[src/rtl/beam_scan_ctrl_pkg.sv]
// Shared types for the beam scan sequencer: FSM encoding, index struct, default widths.
// The default widths match top_bf's focal coordinate and output widths.
package beam_scan_ctrl_pkg;

  localparam int COORD_W_DEF = 16;
  localparam int OUT_W_DEF   = 18;
  localparam int IDX_W       = 16;

  typedef enum logic [2:0] {
    ST_IDLE  = 3'd0,
    ST_ISSUE = 3'd1,
    ST_WAIT  = 3'd2,
    ST_EMIT  = 3'd3,
    ST_DONE  = 3'd4
  } scan_state_e;

  typedef struct packed {
    logic [IDX_W-1:0] x_idx;
    logic [IDX_W-1:0] z_idx;
  } scan_idx_t;

  // Index of the last element of an n-long axis.
  function automatic logic [IDX_W-1:0] axis_last(input int n);
    return IDX_W'(n - 1);
  endfunction

endpackage

[src/rtl/beam_coord_gen.sv]
// Scan-grid walker: z (depth) inner, x (scanline) outer, with accumulating focal
// coordinates that wrap modulo 2^COORD_W.
module beam_coord_gen
  import beam_scan_ctrl_pkg::*;
#(
  parameter int                 COORD_W = COORD_W_DEF,
  parameter int                 NX      = 64,
  parameter int                 NZ      = 256,
  parameter logic [COORD_W-1:0] X_START = '0,
  parameter logic [COORD_W-1:0] X_STEP  = COORD_W'(1),
  parameter logic [COORD_W-1:0] Z_START = '0,
  parameter logic [COORD_W-1:0] Z_STEP  = COORD_W'(1)
) (
  input  logic               clk,
  input  logic               reset,
  input  logic               clear,
  input  logic               step,
  output scan_idx_t          idx,
  output logic [COORD_W-1:0] x_f,
  output logic [COORD_W-1:0] z_f,
  output logic               last
);

  localparam logic [IDX_W-1:0] X_LAST = axis_last(NX);
  localparam logic [IDX_W-1:0] Z_LAST = axis_last(NZ);

  logic z_last;

  assign z_last = (idx.z_idx == Z_LAST);
  assign last   = z_last && (idx.x_idx == X_LAST);

  // Stepping past the final point rewinds to the origin so the next frame starts clean.
  always_ff @(posedge clk or posedge reset) begin
    if (reset) begin
      idx <= '0;
      x_f <= X_START;
      z_f <= Z_START;
    end else if (clear || (step && last)) begin
      idx <= '0;
      x_f <= X_START;
      z_f <= Z_START;
    end else if (step) begin
      if (z_last) begin
        idx.z_idx <= '0;
        z_f       <= Z_START;
        idx.x_idx <= idx.x_idx + IDX_W'(1);
        x_f       <= x_f + X_STEP;
      end else begin
        idx.z_idx <= idx.z_idx + IDX_W'(1);
        z_f       <= z_f + Z_STEP;
      end
    end
  end

endmodule

[src/rtl/beam_scan_ctrl.sv]
// Frame-level sequencer for top_bf: issues one beamform per focal point, waits for
// valid with a timeout, and streams each captured sample out on a valid/ready port.
module beam_scan_ctrl
  import beam_scan_ctrl_pkg::*;
#(
  parameter int                 COORD_W = COORD_W_DEF,
  parameter int                 OUT_W   = OUT_W_DEF,
  parameter int                 NX      = 64,
  parameter int                 NZ      = 256,
  parameter logic [COORD_W-1:0] X_START = '0,
  parameter logic [COORD_W-1:0] X_STEP  = COORD_W'(1),
  parameter logic [COORD_W-1:0] Z_START = '0,
  parameter logic [COORD_W-1:0] Z_STEP  = COORD_W'(1),
  parameter int                 TIMEOUT = 1024
) (
  input  logic               clk,
  input  logic               reset,
  input  logic               frame_start,
  output logic               bf_start,
  output logic [COORD_W-1:0] bf_x_f,
  output logic [COORD_W-1:0] bf_z_f,
  input  logic               bf_valid,
  input  logic [OUT_W-1:0]   bf_out,
  output logic               pix_valid,
  input  logic               pix_ready,
  output logic [OUT_W-1:0]   pix_data,
  output logic [15:0]        pix_x_idx,
  output logic [15:0]        pix_z_idx,
  output logic               busy,
  output logic               frame_done,
  output logic               timeout_err
);

  localparam int               TO_W    = $clog2(TIMEOUT);
  localparam logic [TO_W-1:0]  TO_LAST = TO_W'(TIMEOUT - 1);

  scan_state_e     state, state_nxt;
  logic [TO_W-1:0] wait_cnt;
  logic            coord_clear, coord_step, coord_last, to_hit;
  scan_idx_t       idx;

  beam_coord_gen #(
    .COORD_W (COORD_W),
    .NX      (NX),
    .NZ      (NZ),
    .X_START (X_START),
    .X_STEP  (X_STEP),
    .Z_START (Z_START),
    .Z_STEP  (Z_STEP)
  ) u_coord (
    .clk   (clk),
    .reset (reset),
    .clear (coord_clear),
    .step  (coord_step),
    .idx   (idx),
    .x_f   (bf_x_f),
    .z_f   (bf_z_f),
    .last  (coord_last)
  );

  always_ff @(posedge clk or posedge reset) begin
    if (reset) state <= ST_IDLE;
    else       state <= state_nxt;
  end

  always_comb begin
    state_nxt   = state;
    coord_clear = 1'b0;
    coord_step  = 1'b0;
    to_hit      = 1'b0;
    case (state)
      ST_IDLE: begin
        if (frame_start) begin
          state_nxt   = ST_ISSUE;
          coord_clear = 1'b1;
        end
      end
      ST_ISSUE: state_nxt = ST_WAIT;
      ST_WAIT: begin
        if (bf_valid) begin
          state_nxt = ST_EMIT;
        end else if (wait_cnt == TO_LAST) begin
          state_nxt = ST_IDLE;
          to_hit    = 1'b1;
        end
      end
      ST_EMIT: begin
        if (pix_ready) begin
          coord_step = 1'b1;
          state_nxt  = coord_last ? ST_DONE : ST_ISSUE;
        end
      end
      ST_DONE: state_nxt = ST_IDLE;
      default: state_nxt = ST_IDLE;
    endcase
  end

  // Wait counter rearms every ISSUE, so the timeout bounds each point, not the frame.
  always_ff @(posedge clk or posedge reset) begin
    if (reset) begin
      wait_cnt    <= '0;
      pix_data    <= '0;
      timeout_err <= 1'b0;
    end else begin
      if (state == ST_ISSUE)     wait_cnt <= '0;
      else if (state == ST_WAIT) wait_cnt <= wait_cnt + TO_W'(1);
      if (state == ST_WAIT && bf_valid) pix_data <= bf_out;
      if (to_hit)           timeout_err <= 1'b1;
      else if (coord_clear) timeout_err <= 1'b0;
    end
  end

  assign bf_start   = (state == ST_ISSUE);
  assign pix_valid  = (state == ST_EMIT);
  assign frame_done = (state == ST_DONE);
  assign busy       = (state != ST_IDLE);
  assign pix_x_idx  = idx.x_idx;
  assign pix_z_idx  = idx.z_idx;

endmodule

[config.mk]
export PLATFORM = sky130hd
export DESIGN_NAME = beam_scan_ctrl
export DESIGN_NICKNAME = d
export VERILOG_FILES = /design/src/rtl/beam_scan_ctrl_pkg.sv /design/src/rtl/beam_coord_gen.sv /design/src/rtl/beam_scan_ctrl.sv
export SDC_FILE = /design/constraint.sdc
export NUM_CORES = 1
export LEC_CHECK = 0
export CAP_MARGIN = 0
export CORE_ASPECT_RATIO = 0.8
export CORE_MARGIN = 5
export CORE_UTILIZATION = 52
export CTS_BUF_LIST = sky130_fd_sc_hd__clkbuf_8
export DETAILED_ROUTE_END_ITERATION = 8
export PLACE_DENSITY = 0.82
export SLEW_MARGIN = 20
export SYNTH_ARGS = -nofsm -noshare
export SYNTH_HDL_FRONTEND = slang
export SYNTH_SLANG_ARGS = --single-unit
export TNS_END_PERCENT = 20
[constraint.sdc]
create_clock -name clk -period 3.6 [get_ports clk]
set_clock_uncertainty 0.2 [all_clocks]
set_input_delay 0.54 -clock clk [delete_from_list [all_inputs] [get_ports clk]]
set_output_delay 0.54 -clock clk [all_outputs]
set_load 0.01 [all_outputs]
* Yosys cells after proc, flatten, opt, wreduce, memory -nomap -nowiden
Index checks and enable logic that the tools add are counted.
Widths: inputs -> output; s select.
** Cells by class
- Magnitude comparators :: 0
- Bitwise gates (word level) :: 0
- Equality and inequality tests :: 10
- Multipliers :: 0
- Shift-type cells :: 0
- Div/mod/pow operators :: 0
- Reduce and logical (&&, ||, !) cells :: 12
- $add $sub $neg :: 5
- Muxes and demuxes :: 27
** Operators by type and width (number)
- $mux 16 :: 8
- $add 16x1->16 const B :: 4
- $mux 32 :: 2
- $mux 10 :: 2
- $eq 16x6->1 const B :: 1
- $eq 16x8->1 const B :: 1
- $mux 3 :: 5
- $pmux 3 s4 :: 1
- $add 10x1->10 const B :: 1
- $eq 10x10->1 const B :: 1
- $mux 1 :: 9
- $reduce_bool 2->1 :: 4
- $eq 3x2->1 const B :: 2
- $eq 3x1->1 const B :: 1
- $eq 3x3->1 const B :: 1
- $logic_and 1x1->1 :: 3
- $logic_not 3->1 :: 1
- $ne 3x3->1 const B :: 1
- $reduce_and 3->1 :: 1
- $reduce_bool 3->1 :: 1
- $ne 2x1->1 const B :: 1
- $ne 2x2->1 const B :: 1
- $reduce_and 2->1 :: 1
- $logic_or 1x1->1 :: 1
** Storage, ports and cells
- Bits in latches :: 0
- Logic and storage cells :: 62
- Bits in read-only memories :: 0
- Register bits :: 96
- Memories :: 0
- RAM bits :: 0

* Depth between registers and ports, before layout
Gate-level depths: netlist of the first run.
- Word-level depth :: 6
- Mapped depth :: 8
- Depth with buffers taken out :: 6

* Hierarchy
From an unflattened synthesis of the first run, not the netlist that was laid out.
** Unflattened totals
- Cells, all modules :: 518
- Area total of the unflattened synthesis :: 5043.6 um2
** Modules (own cells, without submodules)
- beam_coord_gen :: times used 1, area an instance 3435.8 um2, cells an instance 379
- beam_scan_ctrl :: times used 1, area an instance 1607.8 um2, cells an instance 139

* Worst setup path before layout of the first run
No wires, ideal clock.
- Path type :: register to register
- From :: reg, netlist name u_coord.idx[10]
- To :: reg, netlist name u_coord.idx[20]
- Period minus slack after synthesis :: 2.478 ns
- Stages on the path, launching flop included :: 6
- Setup time :: 0.139 ns
- Buffers on the path :: 1
- Data arrival time :: 2.139 ns
- Slack :: 1.122 ns
- Cell sequence :: dfrtp_1 or4_4 or4_4 buf_6 o311ai_0 o31ai_1
** Between the ends
- Word-level cells in the longest chain between the ends :: 6
** RTL lines
- $eq 16x8->1 * :: line beam_coord_gen.sv:29 : assign z_last = (idx.z_idx == Z_LAST);
- $logic_and 1x1->1 :: line beam_coord_gen.sv:30 : assign last = z_last && (idx.x_idx == X_LAST);
- $logic_and 1x1->1 :: line beam_coord_gen.sv:38 : end else if (clear || (step && last)) begin
- $logic_or 1x1->1 :: line beam_coord_gen.sv:38
- $reduce_bool 2->1 (no source line)
- $reduce_and 2->1 (no source line)
Mark *: on every way between the ends. The rest lies on a longest branch, timed or not.
A chain may end at the register's enable or synchronous reset.

* Worst setup path in the final report of the first run
- From :: reg, netlist name u_coord.idx[10]
- To :: reg, netlist name u_coord.idx[26]
** Between the ends
- Word-level cells in the longest chain between the ends :: 6
** RTL lines (line)
- $eq 16x8->1 * :: beam_coord_gen.sv:29
- $logic_and 1x1->1 :: beam_coord_gen.sv:30
- $logic_and 1x1->1 :: beam_coord_gen.sv:38
- $logic_or 1x1->1 :: beam_coord_gen.sv:38
- $reduce_bool 2->1 (no source line)
- $reduce_and 2->1 (no source line)
Marked as above.

==> impl_results.md, run 1 <==
- Worst-Margin Slew: 891 ps
- RR Endpoint: u_coord.idx[26]
- Critical Path Source Type: register
- Die Width: 119 um
- Reg clk slew, reported paths: approximately 90 ps
- Initial core utilization: 0.538
- Max-cap viol count: 0
- Worst setup path class: register to register
- Hold path start: pix_data[11]
- Via-to-Cell Ratio: 6.11
- Worst Reg2Reg Path Length in Cells: 5
- # resized after CTS: 0
- WHS Endpoint: pix_data[11]
- Launching point of the worst reg2reg path: u_coord.idx[10]
- Critical path peak fanout: 25
- Worst reg-to-reg setup slack: 600 ps
- Pwr Total: 0.00353 W
- Post-DP HPWL: 9.11 mm
- First-pass GRT wire length: 21.3 mm
- Setup bufs post-CTS: 0
- Pwr dens: 557 nW/um^2
- RePlAce Congestion: 0.896
- Worst Path Required: 3700 ps
- Hold Path Class: register to register
- Overflow left after global routing: 0
- Mapped Cells: just under 500
- Setup TNS: 0 ps
- Final hold violations: 0
- Seq cells post-synth: 96
- Leakage: 2.57 nW
- Final Util: 0.693
- Distinct cell type count after synthesis: 64
- Row count: 31
- Share of cells above drive strength 1: 0.111
- Fmax: approximately 330 MHz
- Wire length per cell: 17.8 um
- Slew HR: 0.406
- Final Critical Period: 3000 ps
- Run status: completed
- Final Routed Wirelength: 12.7 mm
- Htree depth: 3
- WP data arrival: 3090 ps
- Largest net degree at the start of global routing: 55
- Vias: 4384
- Post-synthesis sequential area ratio: 0.488
- Core area: 9150 um^2
- GRT Util Overall: 0.222
- Die area: 11500 um^2
- Final Setup Violations: 0
- Final period util: 0.832
- Port Buffer Count: 109
- Final ANT Viol Nets: 0
- Clk buf depth: 2
- Vias in the first global route: ~4100
- Nets@finish: 627
- Antenna cells: 0
- Top FF cell, synth: dfrtp_1
- CTS Sinks: 96
- Syn Nets: 516
- Hold_buf cts: 0
- Cts bufs inserted: 9
- Final Slew Violations: 0
- Number of flops mapped to enable cells by yosys: 0
- Hold path depth: 1
- Clk_lat worst skew: around 360 ps
- YS warnings: 0
- TritonCTS clock tree: built
- Worst vdd ir: 0.355 mV
- Avg Cell Area, Syn: ~10 um^2
- Synth-to-layout area growth: 28.8%
- CTS Root Cell: clkbuf_8
- Initial antenna violation count: 0
- Die Span Y: 97.0 um
- Synthesized area: about 5000 um^2
- RSZ-0062 raised after global routing: no
- Initial DRC count: between 300 and 400
- Remaining DRCs: 0
- CP endpoint kind: register
- Initial DRT Pass Iterations: 6
- # IOs: 110
- Ys async rst share: 1.00
-- critical path: stages, from the launching register on --
cell and delay [ps]:
dfrtp_1 450, or4_4 600, nor4_4 520, nand3_2 550, or3_1 520, nand3_1 90
-- placed cells by master, fill, tap and decap left out, types with 6 or more instances in the layout --
cell type / instances
nand4_1: 21
o31ai_1: 14
clkdlybuf4s50_1: 109
nor2_1: 37
a21o_1: 9
nand3_1: 25
xor2_1: 14
nor4_1: 9
nand2_1: 47
dfrtp_1: 96
inv_1: 12
or3_1: 13
nor3_1: 12
mux2_2: 19
xnor2_1: 10
clkbuf_8: 10
o211ai_1: 6
buf_4: 10
a21oi_1: 14
o21ai_0: 26
-- flip-flops by register name (all words and copies together) (netlist names) --
register and flops:
u_coord.x_f 16, u_coord.z_f 16, timeout_err 1, state 3, pix_data 18, u_coord.idx 32
wait_cnt 10
-- worst max-delay path by stage --
stage / cells past startpoint / startpoint / to / slack, ps
floorplan: 1 / reset / pix_data[0] / 350
global placement: 6 / frame_start / u_coord.x_f[9] / 340
detailed placement: 6 / frame_start / u_coord.x_f[9] / 550
CTS: 5 / u_coord.idx[10] / u_coord.idx[26] / 650
global route: 5 / u_coord.idx[10] / u_coord.idx[26] / 440
finish: 5 / u_coord.idx[10] / u_coord.idx[26] / 600
-- cell families (layout without fill, tap and decap cells) --
| family | after synthesis | count (layout) | synth area share |
|---|---|---|---|
| simple gates | 206 | 206 | 0.231 |
| compound gates | 105 | 105 | 0.144 |
| flops | 96 | 96 | 0.488 |
| buf+inv | 32 | 146 | 0.0361 |
| xor+xnor | 24 | 24 | 0.0427 |
| mux | 20 | 20 | 0.0455 |
| fa+ha+maj | 5 | 5 | 0.0127 |
-- synth_stat cells, drive strengths merged (2+ instances only) --
cell type / number / share of area
a21o: 9 / 0.014
a21oi: 15 / 0.016
a22o: 2 / 0.0036
a2bb2oi: 4 / 0.0071
a31oi: 4 / 0.0051
and2: 3 / 0.0038
and3: 5 / 0.0066
and4: 3 / 0.0056
buf: 13 / 0.018
clkbuf: 7 / 0.0094
dfrtp: 96 / 0.49
ha: 5 / 0.013
inv: 12 / 0.0091
mux2: 19 / 0.043
nand2: 47 / 0.036
nand2b: 2 / 0.0025
nand3: 26 / 0.027
nand4: 21 / 0.027
nand4b: 2 / 0.0036
nor2: 38 / 0.029
nor3: 13 / 0.014
nor3b: 5 / 0.0076
nor4: 11 / 0.020
o211ai: 6 / 0.0091
o21ai: 31 / 0.034
o22ai: 4 / 0.0051
o2bb2ai: 2 / 0.0036
o311ai: 5 / 0.0089
o31ai: 14 / 0.021
or2: 4 / 0.0051
or3: 13 / 0.017
or4: 8 / 0.016
xnor2: 10 / 0.018
xor2: 14 / 0.025
-- cell type report --
cell class / count / area (um^2)
clock buffers: 10 / 138
clock inverters: 4 / 71.3
fillers: 710 / 2810
inverters: 12 / 46.3
multi-input cells: 360 / 2350
flip-flops and latches: 96 / 2400
well taps: 115 / 144
repair buffers: 120 / 1190
-- per-layer routing --
layer  part of all wire  GRT usage
met3              0.063     0.0601
met1               0.45      0.315
met4             0.0075     0.0481
met2               0.48      0.342
met5                  0          0
-- power breakdown --
| part | internal (W) | switching [W] |
|---|---|---|
| logic | 0.000672 | 0.000581 |
| registers | 0.00129 | 0.000229 |
| clock network | 0.000400 | 0.000358 |
| total | 0.00236 | 0.00117 |
-- per-stage QoR --
step                cells  hold slack, ps  setup WS (ps)  cell area [um^2]
floorplan             488             297            355              4920
finish                717             312            605              6340
global placement      703             287            340              6130
CTS                   717             317            649              6340
detailed placement    703             296            547              6130
global route          717             336            439              6340
Note: power is estimated with default switching activity, not from simulation.
==> inputs of run 2 (changes only) <==
--- a/config.mk
+++ b/config.mk
@@ -8,10 +8,10 @@
 export CAP_MARGIN = 0
 export CORE_ASPECT_RATIO = 0.8
 export CORE_MARGIN = 5
-export CORE_UTILIZATION = 52
+export CORE_UTILIZATION = 47
 export CTS_BUF_LIST = sky130_fd_sc_hd__clkbuf_8
 export DETAILED_ROUTE_END_ITERATION = 8
-export PLACE_DENSITY = 0.82
+export PLACE_DENSITY = 0.78
 export SLEW_MARGIN = 20
 export SYNTH_ARGS = -nofsm -noshare
 export SYNTH_HDL_FRONTEND = slang
==> constraint.sdc (replaced) <==
create_clock -name clk -period 2.6 [get_ports clk]
set_clock_uncertainty 0.2 [all_clocks]
set_input_delay 0.39 -clock clk [delete_from_list [all_inputs] [get_ports clk]]
set_output_delay 0.39 -clock clk [all_outputs]
set_load 0.01 [all_outputs]
==> run 2 against run 1 <==
- register-to-register slack got worse by 560 ps
- sequential cell count unchanged
- core utilization decreased by 4.2 points
- sequential power increased by 32%
- routed wire length increased by 3.0%
- cell count increased by 9.1%
- worst hold slack got worse by 13 ps
- critical endpoint is now u_coord.idx[5]
- largest cell class unchanged
- highest routed layer unchanged
==> impl_results.md, run 2 (synthesis gave the netlist of run 1 again) <==
- Worst vdd ir: 0.653 mV (+84%)
- Die area: 12600 um^2 (+9.6%)
- Pwr dens: 732 nW/um^2 (+32%)
- Switching Share: 0.347 (+0.0161)
- Remaining DRCs: 0 (unchanged)
- Switch Pwr: 0.00169 W (+45%)
- Reg clk slew, reported paths: 100 ps (about the same)
- Row count: 33 (+6.5%)
- Initial DRT Pass Iterations: 5 (-1)
- Leakage: 2.75 nW (+7.1%)
- Regs by FF count: u_coord.idx x32, pix_data x18
- Port Buffer Count: 109 (unchanged)
- Worst Path Required: 2650 ps (-1050 ps)
- Met3 Use GR: 0.0569 (-0.00313)
- Top cell by count, worst path: or4_4
- CP max-delay cell: or4_4
- Initial core utilization: 0.481 (-0.0571)
- WP buf/inv: 1 (+1)
- Final Critical Period: 2560 ps (-437 ps)
- Nets@finish: 665 (+6.1%)
- Global routing's busiest layer: met2
- Critical path peak fanout: 8 (-68%)
- Final Routed Wirelength: 13.1 mm (+3.0%)
- WP data arrival: 2610 ps (-480 ps)
- Final Setup Violations: 0 (unchanged)
- Grt met2 use: 0.337 (-0.00471)
- GR Layer Usage met1: 0.287 (-0.0283)
- Wire length per cell: 16.8 um (-5.5%)
- CP endpoint kind: register
- Initial DRC count: 329 (+8.9%)
- RePlAce Congestion: 0.893 (-0.36%)
- TritonCTS clock tree: built
- Sequential Power Share: 0.413 (-0.017)
- Antenna cells: 0 (unchanged)
- Worst setup path class: register to register
- Final hold violations: 0 (unchanged)
- Final ANT Viol Nets: 0 (unchanged)
- Filler cell count: 855 (+20%)
- Delay-heaviest family, CP: simple AND/OR/NAND/NOR gates
- Via-to-Cell Ratio: 5.72 (-6.5%)
- Final Non-Filler Cells: 782 (+9.1%)
- Share of cells above drive strength 1: 0.168 (+0.0569)
- Clk buf depth: 2 (unchanged)
- Post-DP HPWL: 9.42 mm (+3.3%)
- Placed cell count: 764 (+8.7%)
- Overflow left after global routing: 0 (unchanged)
- Largest net degree at the start of global routing: 97 (+76%)
- Critical Path Source Type: register
- Die Width: 124 um (+4.7%)
- Initial antenna violation count: 0 (unchanged)
- Hold Path Class: input port to async pin
- Clk_lat worst skew: 370 ps (about the same)
- Comb pwr share: 0.400 (+0.045)
- CTS Root Cell: clkbuf_8
- Setup TNS: 0 ps (unchanged)
- Max reg flops: 32 (unchanged)
- Final Slew Violations: 0 (unchanged)
- CTS Sinks: 96 (unchanged)
- Synth-to-layout area growth: 35.3%
- GRT Util Overall: 0.211 (-0.0111)
- Worst Reg2Reg Path Length in Cells: 6 (+1)
- Run status: completed
- Fmax: 391 MHz (+17%)
- Die Span Y: 102 um (+4.7%)
- Biggest register: u_coord.idx
- Final period util: 0.984 (+0.152)
- Final Util: 0.651 (-0.0423)
- RSZ-0062 raised after global routing: no
- Most common cell after layout, fill and taps aside: clkdlybuf4s50_1
- Max-cap viol count: 0 (unchanged)
- Vias in the first global route: 4386 (+5.9%)
- Cts bufs inserted: 9 (unchanged)
- Worst-Margin Slew: 882 ps (-9.09 ps)
- Htree depth: 3 (unchanged)
- Core area: 10200 um^2 (+12%)
- Vias: 4473 (+2.0%)
- Clock share of power: 0.188 (-0.027)
- Crit-path cells: or4_4, or4_4, buf_4, and3_2, o21ai_0, o31ai_1
- Launching point of the worst reg2reg path: u_coord.idx[8]
- Slew HR: 0.412 (+0.00606)
- First-pass GRT wire length: 21.9 mm (+2.6%)
- Most frequent cells in the layout: 109 x clkdlybuf4s50_1, 96 x dfrtp_1, 47 x nand2_1
- RR Endpoint: u_coord.idx[5]
- Pwr Total: 0.00488 W (+38%)
- Cell internal pwr: 0.00319 W (+35%)
- Max stage delay on crit path: 660 ps (+60 ps)
- # IOs: 110 (unchanged)
- Worst reg-to-reg setup slack: 40 ps (-560 ps)
## run 2: worst max path at each step
stage / depth (start not counted) / from / to
6_report: 6 / u_coord.idx[8] / u_coord.idx[5]
5_1_grt: 6 / u_coord.idx[8] / u_coord.idx[5]
4_1_cts: 5 / u_coord.idx[10] / u_coord.x_f[12]
3_5_place_dp: 6 / frame_start / u_coord.z_f[13]
3_3_place_gp: 6 / frame_start / u_coord.z_f[11]
2_1_floorplan: 5 / u_coord.idx[10] / u_coord.idx[20]
## run 2: power groups by stage
stage          clock, W  combinational, W  sequential, W
2_1_floorplan         0          0.000821        0.00215
6_report       0.000916           0.00195        0.00201
3_5_place_dp          0           0.00194        0.00204
4_1_cts        0.000936           0.00195        0.00201
3_3_place_gp          0           0.00190        0.00202
5_1_grt         0.00101           0.00212        0.00206
## run 2: timing repair
item | 4_1_cts | 5_1_grt
pin swaps | 1 | 4
buffers inserted | 0 | 1
gates cloned | 1 | 0
gates resized for setup | 1 | 3
setup endpoints to repair | 3 | 2
hold buffers | 0 | 0
## run 2: cell type report
| type | instances | area (um^2) | share of cell area |
|---|---|---|---|
| Sequential cell | 96 | 2400 | 0.361 |
| Tap cell | 140 | 175 | 0.0263 |
| Clock inverter | 7 | 55.1 | 0.00826 |
| Clock buffer | 9 | 124 | 0.0186 |
| Multi-Input combinational cell | 361 | 2360 | 0.355 |
| Timing Repair Buffer | 157 | 1490 | 0.224 |
| Inverter | 12 | 48.8 | 0.00733 |
## run 2: through the flow
stage	setup WS, ps	hold WS (ps)	area [um^2]
after floorplan	122	297	4930
after global placement	-133	289	6460
after detailed placement	-201	295	6460
after CTS	7.99	319	6650
after global routing	0.262	339	6660
final	42.2	300	6660
## run 2: worst register-to-register path, stage by stage (launching register included)
cell and delay [ps]:
dfrtp_1 390, or4_4 580, or4_4 670, buf_4 200
and3_2 180, o21ai_0 140, o31ai_1 90
## run 2: layer usage
metal | routed length [um] | up-vias
met2 | 6180 | 177
met1 | 5910 | 2161
li1 | - | 2118
met3 | 861 | 17
met5 | 0 | -
met4 | 181 | 0
